==> src/rtl/recepcion.sv <==
// Serial receiver for the 3-bit code link: samples each bit twice, MSB first,
// and reports good frames (valid + dataout + okcount) or rejected ones (err).
module recepcion (
    input  logic       clk4,
    input  logic       reset4,
    input  logic       start,
    input  logic       sda,
    output logic [2:0] dataout,
    output logic       valid,
    output logic       err,
    output logic       busy,
    output logic [3:0] okcount
);

    typedef enum logic [2:0] {
        IDLE, S2A, S2B, S1A, S1B, S0A, S0B, WAITLOW
    } state_t;

    state_t     state;
    logic [4:0] samp;       // first five samples, oldest in the MSB
    logic       mismatch;
    logic [2:0] code;

    // The sixth sample is the live sda on the S0B edge
    assign mismatch = (samp[4] != samp[3]) | (samp[2] != samp[1]) | (samp[0] != sda);
    assign code     = {samp[4], samp[2], samp[0]};

    always_ff @(posedge clk4 or posedge reset4) begin
        if (reset4) begin
            state   <= IDLE;
            samp    <= '0;
            dataout <= 3'b000;
            valid   <= 1'b0;
            err     <= 1'b0;
            busy    <= 1'b0;
            okcount <= 4'd0;
        end else begin
            valid <= 1'b0;
            err   <= 1'b0;
            case (state)
                IDLE: begin
                    if (start) begin
                        state <= S2A;
                        busy  <= 1'b1;
                    end
                end
                S2A: begin
                    samp  <= {samp[3:0], sda};
                    state <= S2B;
                end
                S2B: begin
                    samp  <= {samp[3:0], sda};
                    state <= S1A;
                end
                S1A: begin
                    samp  <= {samp[3:0], sda};
                    state <= S1B;
                end
                S1B: begin
                    samp  <= {samp[3:0], sda};
                    state <= S0A;
                end
                S0A: begin
                    samp  <= {samp[3:0], sda};
                    state <= S0B;
                end
                S0B: begin
                    busy <= 1'b0;
                    if (mismatch || code == 3'b000 || code == 3'b111) begin
                        err <= 1'b1;
                    end else begin
                        dataout <= code;
                        valid   <= 1'b1;
                        okcount <= okcount + 4'd1;
                    end
                    // A strobe still high must be seen low before re-arming
                    state <= start ? WAITLOW : IDLE;
                end
                WAITLOW: begin
                    if (!start) state <= IDLE;
                end
                default: state <= IDLE;
            endcase
        end
    end

endmodule

==> config.mk <==
export PLATFORM = sky130hd
export DESIGN_NAME = recepcion
export DESIGN_NICKNAME = d
export VERILOG_FILES = /design/src/rtl/recepcion.sv
export SDC_FILE = /design/constraint.sdc
export NUM_CORES = 1
export LEC_CHECK = 0
export ABC_CLOCK_PERIOD_IN_PS = 1770
export CORE_AREA = 2 2 48 50
export DETAILED_ROUTE_END_ITERATION = 12
export DIE_AREA = 0 0 50 52
export PLACE_DENSITY = 0.76
export RECOVER_POWER = 25
export SYNTH_ARGS = -nofsm -noshare
export SYNTH_HDL_FRONTEND = slang
export SYNTH_SLANG_ARGS = --single-unit
==> constraint.sdc <==
create_clock -name clk4 -period 1.77 [get_ports clk4]
set_input_delay 0.354 -clock clk4 [delete_from_list [all_inputs] [get_ports clk4]]
set_output_delay 0.354 -clock clk4 [all_outputs]
set_load 0.05 [all_outputs]
==> results of run 1 <==
==> final timing paths <==
kind	endpoint	depth (start not counted)	slack (ns)
max	okcount[1]	5	0.05
min	okcount[3]	1	0.48
max reg2reg	okcount[1]	4	0.15
min reg2reg	okcount[3]	1	0.48
max in group asynchronous	state[1]	3	0.37
min in group asynchronous	busy	3	0.77
==> synth_stat cells <==
| cell | number | area (sq um) |
|---|---|---|
| a21oi_1 | 3 | 15.0 |
| mux2_2 | 9 | 101 |
| nor2_1 | 5 | 18.8 |
| nor3_1 | 4 | 20.0 |
| xor2_1 | 3 | 26.3 |
| nor4_1 | 1 | 6.26 |
| o21ai_0 | 5 | 25.0 |
| o31ai_1 | 1 | 7.51 |
| o31ai_4 | 1 | 21.3 |
| nand3_1 | 2 | 10.0 |
| a21o_1 | 1 | 7.51 |
| o21a_1 | 1 | 7.51 |
| nor3_4 | 1 | 16.3 |
| ha_1 | 4 | 50.1 |
| o21ai_1 | 1 | 5.00 |
| and2_2 | 2 | 15.0 |
| o221ai_2 | 1 | 15.0 |
| o22ai_1 | 1 | 6.26 |
| a31oi_1 | 1 | 6.26 |
| dfrtp_1 | 18 | 450 |
| clkbuf_1 | 1 | 3.75 |
| nand2b_1 | 1 | 6.26 |
| o221ai_1 | 1 | 8.76 |
| nor2b_1 | 1 | 6.26 |
| nand2_1 | 2 | 7.51 |
| xnor2_1 | 1 | 8.76 |
| a2bb2oi_1 | 1 | 8.76 |
| inv_1 | 5 | 18.8 |
==> flip-flops by register name (all words and copies together), names as in the netlist <==
name,count
samp,5
okcount,4
dataout,3
state,3
busy,1
err,1
valid,1
==> metal layers <==
metal  vias to the layer above  global-route usage [%]
met2                        11                    23.7
met1                       322                    16.9
li1                        323                       -
met4                         0                    5.56
met3                         4                    3.45
met5                         -                       0
==> what timing repair did <==
action,CTS,global route
gates resized for setup,0,5
hold endpoints to repair,0,0
buffers inserted,0,0
endpoints found under the setup margin,0,8
==> through the flow <==
stage                     utilization, %  setup slack, ns  area, sq um  hold slack [ns]  power [mW]
final                               53.5           0.0535         1130            0.477        1.87
after global routing                53.5          -0.0148         1130            0.497        2.03
after CTS                           52.8           0.0441         1110            0.373        1.86
after detailed placement            51.7           -0.235         1090            0.464        1.66
after global placement              51.7           -0.202         1090            0.459        1.61
after floorplan                        -           0.0888          901            0.293        1.37
==> power by group through the flow <==
| stage | registers (mW) | clock network [mW] | logic [mW] |
|---|---|---|---|
| global placement | 0.691 | 0 | 0.915 |
| CTS | 0.697 | 0.208 | 0.954 |
| floorplan | 0.763 | 0 | 0.608 |
| global route | 0.734 | 0.225 | 1.07 |
| finish | 0.707 | 0.196 | 0.970 |
| detailed placement | 0.703 | 0 | 0.953 |
==> kinds of logic (layout without fill, tap and decap cells) <==
group           Yosys count  count (layout)
fa+ha+maj                 4               4
flops                    18              18
compound gates           18              18
mux                       9               9
simple gates             19              19
buf+inv                   6              28
xor+xnor                  4               4
==> layout make-up <==
type | count | area [sq um]
fill | 194 | 980
sequential | 18 | 452
multi-input combinational | 54 | 444
timing repair buffer | 20 | 154
tap | 28 | 35.0
clock buffer | 3 | 22.5
inverter | 5 | 18.8
==> impl_results.html, run 1 <==
<table>
<tr><th>Metric</th><th>Value</th></tr>
<tr><th colspan="2">Run status</th></tr>
<tr><td>Status</td><td>completed</td></tr>
<tr><th colspan="2">Die</th></tr>
<tr><td>Y dimension of the die</td><td>52 microns</td></tr>
<tr><td>Number of core rows</td><td>17</td></tr>
<tr><td>Floorplan die area</td><td>0.00260 sq mm</td></tr>
<tr><td>Die W</td><td>50 microns</td></tr>
<tr><td>I/O pin count</td><td>14</td></tr>
<tr><td>Core area</td><td>0.00211 sq mm</td></tr>
<tr><td>Effective utilization at floorplan</td><td>42.7%</td></tr>
<tr><th colspan="2">Run</th></tr>
<tr><td>Count of maximum capacitance violations</td><td>0</td></tr>
<tr><th colspan="2">Pwr</th></tr>
<tr><td>Internal power</td><td>1.09 mW</td></tr>
<tr><td>Power share of the sequential group</td><td>37.7%</td></tr>
<tr><td>Leak Pwr</td><td>0.545 nW</td></tr>
<tr><td>Proportion of power drawn by combinational gates</td><td>51.8%</td></tr>
<tr><td>Clock network fraction of total power</td><td>10.5%</td></tr>
<tr><td>Switching pwr</td><td>0.784 mW</td></tr>
<tr><td>Fraction of power spent switching nets</td><td>41.8%</td></tr>
<tr><td>Peak VDD IR</td><td>834 uV</td></tr>
<tr><td>Power per standard cell area</td><td>1660 mW/mm^2</td></tr>
<tr><th colspan="2">Global route</th></tr>
<tr><td>Total global routing track utilization</td><td>14.0%</td></tr>
<tr><td>Maximum number of pins on one net before global-route repair</td><td>19</td></tr>
<tr><td>Initial antenna violation count</td><td>0</td></tr>
<tr><td>Vias in the first global route</td><td>639</td></tr>
<tr><td>Global-route wire length before repair</td><td>2730 microns</td></tr>
<tr><td>Final global-route overflow total</td><td>0</td></tr>
<tr><th colspan="2">Synthesis</th></tr>
<tr><td>Sequential fraction of the synthesis area</td><td>50.1%</td></tr>
<tr><td>Average cell area after synthesis</td><td>11.5 sq um</td></tr>
<tr><td>Flops &amp; latches, synth</td><td>18</td></tr>
<tr><td>Synthesized-area fraction occupied by and/or/nand/nor cells</td><td>11.8%</td></tr>
<tr><td>Area fraction in compound gates after synthesis</td><td>14.9%</td></tr>
<tr><td>Post-Synth XOR/XNOR Area</td><td>3.89%</td></tr>
<tr><td>Number of cells produced by synthesis</td><td>78</td></tr>
<tr><td>Number of library cell types mapped by synthesis</td><td>28</td></tr>
<tr><td>Total nets after synthesis</td><td>86</td></tr>
<tr><td>Count of warnings emitted by yosys</td><td>0</td></tr>
<tr><td>Synthesized-area fraction occupied by adder cells</td><td>5.56%</td></tr>
<tr><td>Combinational family with the most area after synthesis</td><td>compound AO/OA/AOI/OAI gates</td></tr>
<tr><td>Total standard cell area after synthesis</td><td>900 sq um</td></tr>
<tr><td>Mux contribution to synthesized area</td><td>11.3%</td></tr>
<tr><th colspan="2">Clock network</th></tr>
<tr><td>Post-CTS Hold Buffers</td><td>0</td></tr>
<tr><td>Clock transition at the registers of the reported paths</td><td>0.09 ns</td></tr>
<tr><td>CTS H-tree depth</td><td>1</td></tr>
<tr><td>Clock latency on the worst-skew pair</td><td>0.29 ns</td></tr>
<tr><td>Total number of clock tree sinks</td><td>18</td></tr>
<tr><td>Clock tree from TritonCTS</td><td>done</td></tr>
<tr><td>Clock buffer depth</td><td>2</td></tr>
<tr><td>CTS Root Buffer Type</td><td>clkbuf_4</td></tr>
<tr><td>Number of buffers created by CTS</td><td>3</td></tr>
<tr><th colspan="2">Route</th></tr>
<tr><td>Count of unresolved DRC violations after routing</td><td>0</td></tr>
<tr><td>Top sig layer</td><td>met4</td></tr>
<tr><td>Total vias in the final route</td><td>660</td></tr>
<tr><td>Detailed-routing iteration count for the pre-antenna-repair pass</td><td>4</td></tr>
<tr><td>Routed met2 length</td><td>838 microns</td></tr>
<tr><td>Number of antenna-violating nets in the routed design</td><td>0</td></tr>
<tr><td>Initial detailed-routing violation count</td><td>9</td></tr>
<tr><td>Routed metal-1 wire length</td><td>713 microns</td></tr>
<tr><td>Wire per inst</td><td>12.8 microns</td></tr>
<tr><td>Routed length on met3</td><td>46 microns</td></tr>
<tr><td>Drt via density</td><td>5.16</td></tr>
<tr><td>Final Routed Wirelength</td><td>1640 microns</td></tr>
<tr><th colspan="2">Worst setup path</th></tr>
<tr><td>Required time reported for the critical path endpoint</td><td>1.95 ns</td></tr>
<tr><td>Setup crit start kind</td><td>input pin</td></tr>
<tr><td>Library cell contributing the largest single delay on the critical path</td><td>clkdlybuf4s50_1</td></tr>
<tr><td>Data arrival time of the critical path</td><td>1.90 ns</td></tr>
<tr><td>Worst path max stage delay</td><td>0.52 ns</td></tr>
<tr><td>Critical Path Sink Type</td><td>flip-flop</td></tr>
<tr><td>Cells traversed along the worst timing path</td><td>clkdlybuf4s50_1, and2_2, o221ai_2, nor3_4, mux2_2</td></tr>
<tr><td>Buf/Inv on CP</td><td>1</td></tr>
<tr><td>Largest fanout on the critical path</td><td>5</td></tr>
<tr><td>Cell family contributing the most delay on the critical path</td><td>buffers and inverters</td></tr>
<tr><td>Critical path class</td><td>in2reg</td></tr>
<tr><td>Worst setup path startpoint</td><td>sda</td></tr>
<tr><td>Reg-to-reg critical path startpoint</td><td>samp[0]</td></tr>
<tr><th colspan="2">STA</th></tr>
<tr><td>Final TNS setup</td><td>0 ns</td></tr>
<tr><td>Top achievable clock speed</td><td>583 MHz</td></tr>
<tr><td>Worst slew margin</td><td>37.7%</td></tr>
<tr><td>Final worst path period share</td><td>97.0%</td></tr>
<tr><td>Max-slew violations</td><td>0</td></tr>
<tr><td>Tmin final</td><td>1.72 ns</td></tr>
<tr><td>Hold Fails Final Rpt</td><td>0</td></tr>
<tr><td>Tightest Pin Transition</td><td>0.934 ns</td></tr>
<tr><td>Clock Skew</td><td>0.00199 ns</td></tr>
<tr><td>Setup-failing EPs final</td><td>0</td></tr>
<tr><th colspan="2">Final layout</th></tr>
<tr><td>Most common cell after layout, fill and taps aside</td><td>dfrtp_1</td></tr>
<tr><td>Antenna diode count</td><td>0</td></tr>
<tr><td>Final-stage net count</td><td>110</td></tr>
<tr><td>Final cell count without fillers</td><td>128</td></tr>
<tr><td>Leading cell types in the layout, fill and taps excluded</td><td>dfrtp_1 (17), buf_4 (16), mux2_2 (9)</td></tr>
<tr><td>Area growth from synthesis to layout</td><td>25.2%</td></tr>
<tr><td>Layout cells sized above 1</td><td>37.0%</td></tr>
<tr><th colspan="2">Hold path</th></tr>
<tr><td>Tightest Hold Check Type</td><td>reg2reg</td></tr>
<tr><td>Min-Delay Startpoint</td><td>okcount[3]</td></tr>
<tr><th colspan="2">Place</th></tr>
<tr><td>Final estimated routing congestion in global placement</td><td>0.713</td></tr>
<tr><td>Cell Count Post-Placement</td><td>125</td></tr>
<tr><td>I/O Buffers</td><td>13</td></tr>
<tr><td>HPWL reported at the end of detailed placement</td><td>1190 microns</td></tr>
</table>
Note: power is estimated with default switching activity, not from simulation.
==> run 2, diff against run 1 <==
CORE_AREA = 2 2 46 48   (was 2 2 48 50)
CTS_BUF_LIST = sky130_fd_sc_hd__clkbuf_4   (was not set)
DIE_AREA = 0 0 48 50   (was 0 0 50 52)
PLACE_DENSITY = 0.82   (was 0.76)
TNS_END_PERCENT = 1   (was not set)
==> impl_results.html, run 2 (same netlist as run 1, synthesis figures left out) <==
<table>
<tr><th>Metric</th><th>Value</th></tr>
<tr><th colspan="2">Pwr</th></tr>
<tr><td>Peak VDD IR</td><td>1040 uV</td></tr>
<tr><td>Power per standard cell area</td><td>1680 mW/mm^2</td></tr>
<tr><td>Overall power of the completed layout</td><td>1.89 mW</td></tr>
<tr><td>Leak Pwr</td><td>0.548 nW</td></tr>
<tr><th colspan="2">Worst setup path</th></tr>
<tr><td>Cell family contributing the most delay on the critical path</td><td>buffers and inverters</td></tr>
<tr><td>Critical path class</td><td>in2reg</td></tr>
<tr><td>Data arrival time of the critical path</td><td>1.89 ns</td></tr>
<tr><td>Library cell contributing the largest single delay on the critical path</td><td>clkdlybuf4s50_1</td></tr>
<tr><td>Cells traversed along the worst timing path</td><td>clkdlybuf4s50_1, and2_4, o221ai_2, nor3_4, mux2_2</td></tr>
<tr><td>Worst path max stage delay</td><td>0.52 ns</td></tr>
<tr><td>Buf/Inv on CP</td><td>1</td></tr>
<tr><td>Worst r2r path cells</td><td>4</td></tr>
<tr><td>Number of gates on the worst path with buffers counted</td><td>5</td></tr>
<tr><td>Reg2Reg Setup Slack</td><td>0.11 ns</td></tr>
<tr><td>Setup crit start kind</td><td>input pin</td></tr>
<tr><td>Critical Path Sink Type</td><td>flip-flop</td></tr>
<tr><td>Required time reported for the critical path endpoint</td><td>1.94 ns</td></tr>
<tr><td>Largest fanout on the critical path</td><td>6</td></tr>
<tr><th colspan="2">Place</th></tr>
<tr><td>Final estimated routing congestion in global placement</td><td>0.766</td></tr>
<tr><td>Cell Count Post-Placement</td><td>123</td></tr>
<tr><td>I/O Buffers</td><td>13</td></tr>
<tr><td>HPWL reported at the end of detailed placement</td><td>1210 microns</td></tr>
<tr><th colspan="2">Global route</th></tr>
<tr><td>Initial antenna violation count</td><td>0</td></tr>
<tr><td>Vias in the first global route</td><td>683</td></tr>
<tr><td>Global-route wire length before repair</td><td>2990 microns</td></tr>
<tr><td>Final global-route overflow total</td><td>0</td></tr>
<tr><td>Maximum number of pins on one net before global-route repair</td><td>19</td></tr>
<tr><td>Total global routing track utilization</td><td>17.3%</td></tr>
<tr><th colspan="2">Clock network</th></tr>
<tr><td>Clock tree from TritonCTS</td><td>done</td></tr>
<tr><td>Clock transition at the registers of the reported paths</td><td>0.10 ns</td></tr>
<tr><td>Clock buffer depth</td><td>2</td></tr>
<tr><td>Total number of clock tree sinks</td><td>18</td></tr>
<tr><td>Clock latency on the worst-skew pair</td><td>0.29 ns</td></tr>
<tr><td>CTS H-tree depth</td><td>1</td></tr>
<tr><td>CTS Root Buffer Type</td><td>clkbuf_4</td></tr>
<tr><td>Number of buffers created by CTS</td><td>3</td></tr>
<tr><th colspan="2">Final layout</th></tr>
<tr><td>Antenna diode count</td><td>0</td></tr>
<tr><td>Area growth from synthesis to layout</td><td>24.6%</td></tr>
<tr><td>Fill cell count</td><td>159</td></tr>
<tr><td>Largest register by flop count</td><td>samp</td></tr>
<tr><td>Leading cell types in the layout, fill and taps excluded</td><td>dfrtp_1 (16), buf_4 (16), mux2_2 (9)</td></tr>
<tr><td>Final-stage net count</td><td>110</td></tr>
<tr><td>Final cell count without fillers</td><td>128</td></tr>
<tr><td>Final Core Density</td><td>58.9%</td></tr>
<tr><td>Largest registers in the final layout</td><td>samp: 5 flops, okcount: 4 flops</td></tr>
<tr><td>Layout cells sized above 1</td><td>36.6%</td></tr>
<tr><td>Number of flip-flops under the largest register name</td><td>5</td></tr>
<tr><th colspan="2">STA</th></tr>
<tr><td>Top achievable clock speed</td><td>583 MHz</td></tr>
<tr><td>Final worst path period share</td><td>97.0%</td></tr>
<tr><td>Setup repair after global routing missed its margin</td><td>yes</td></tr>
<tr><td>Worst slew margin</td><td>38.2%</td></tr>
<tr><td>Final TNS setup</td><td>0 ns</td></tr>
<tr><td>Setup-failing EPs final</td><td>0</td></tr>
<tr><td>Max-slew violations</td><td>0</td></tr>
<tr><td>Tightest Pin Transition</td><td>0.927 ns</td></tr>
<tr><td>Hold Fails Final Rpt</td><td>0</td></tr>
<tr><td>Clock Skew</td><td>0.0101 ns</td></tr>
<tr><td>Tmin final</td><td>1.72 ns</td></tr>
<tr><th colspan="2">Route</th></tr>
<tr><td>Drt via density</td><td>5.21</td></tr>
<tr><td>Detailed-routing iteration count for the pre-antenna-repair pass</td><td>4</td></tr>
<tr><td>Initial detailed-routing violation count</td><td>20</td></tr>
<tr><td>Number of antenna-violating nets in the routed design</td><td>0</td></tr>
<tr><td>Total vias in the final route</td><td>667</td></tr>
<tr><td>Count of unresolved DRC violations after routing</td><td>0</td></tr>
<tr><td>Wire per inst</td><td>13.0 microns</td></tr>
<tr><td>Final Routed Wirelength</td><td>1670 microns</td></tr>
<tr><th colspan="2">Hold path</th></tr>
<tr><td>Number of cells on the worst hold path</td><td>1</td></tr>
<tr><td>Tightest Hold Check Type</td><td>reg2reg</td></tr>
<tr><th colspan="2">Die</th></tr>
<tr><td>Y dimension of the die</td><td>50 microns</td></tr>
<tr><td>Die W</td><td>48 microns</td></tr>
<tr><td>Effective utilization at floorplan</td><td>47.3%</td></tr>
<tr><td>Floorplan die area</td><td>0.00240 sq mm</td></tr>
<tr><td>I/O pin count</td><td>14</td></tr>
<tr><td>Number of core rows</td><td>16</td></tr>
<tr><td>Core area</td><td>0.00190 sq mm</td></tr>
<tr><th colspan="2">Run</th></tr>
<tr><td>Count of maximum capacitance violations</td><td>0</td></tr>
<tr><th colspan="2">Run status</th></tr>
<tr><td>Status</td><td>completed</td></tr>
</table>
run 2: layout make-up:
type                    instances  area (sq um)  share of cell area [%]
flip-flops and latches         18           453                    40.4
multi-input cells              54           435                    38.8
repair buffers                 20           154                    13.7
well taps                      27          33.8                    3.01
clock buffers                   3          22.5                    2.01
inverters                       5          18.8                    1.67
clock inverters                 1          3.75                   0.335
run 2: timing repair:
action | in CTS | in global routing
pin swaps | 0 | 1
buffers inserted | 0 | 1
endpoints found under the setup margin | 1 | 7
hold buffers | 0 | 0
resized for setup | 1 | 5
run 2: path summary, 6_finish.rpt:
| path | start | end |
|---|---|---|
| max | sda | dataout[2] |
| min | okcount[3] | okcount[3] |
| max reg2reg | samp[1] | dataout[2] |
| min reg2reg | okcount[3] | okcount[3] |
| max in group asynchronous | reset4 | state[1] |
| min in group asynchronous | reset4 | samp[4] |
run 2: metrics by stage:
step / setup WS, ns / hold WS, ns / area (sq um)
global placement: -0.245 / 0.461 / 1080
global route: -0.00814 / 0.523 / 1120
floorplan: 0.0888 / 0.293 / 901
CTS: 0.0128 / 0.365 / 1110
detailed placement: -0.299 / 0.477 / 1080
finish: 0.0538 / 0.488 / 1120
run 2: worst register-to-register path, cell delays in order, from the launching register on:
cell and delay, ns:
dfrtp_1 0.46, xnor2_1 0.25, o221ai_2 0.17, nor3_4 0.31, mux2_2 0.37
run 2: metal layers:
| metal | global-route usage (%) | up-vias | wire length (microns) |
|---|---|---|---|
| met5 | 0 | - | 0 |
| met4 | 3.60 | 0 | 0 |
| met3 | 6.59 | 0 | 87 |
| met2 | 26.9 | 18 | 868 |
| met1 | 22.6 | 325 | 714 |
| li1 | - | 324 | - |
run 2: where the power goes:
| part | internal (mW) | switching [mW] |
|---|---|---|
| registers | 0.541 | 0.167 |
| logic | 0.473 | 0.504 |
| clock network | 0.0819 | 0.121 |
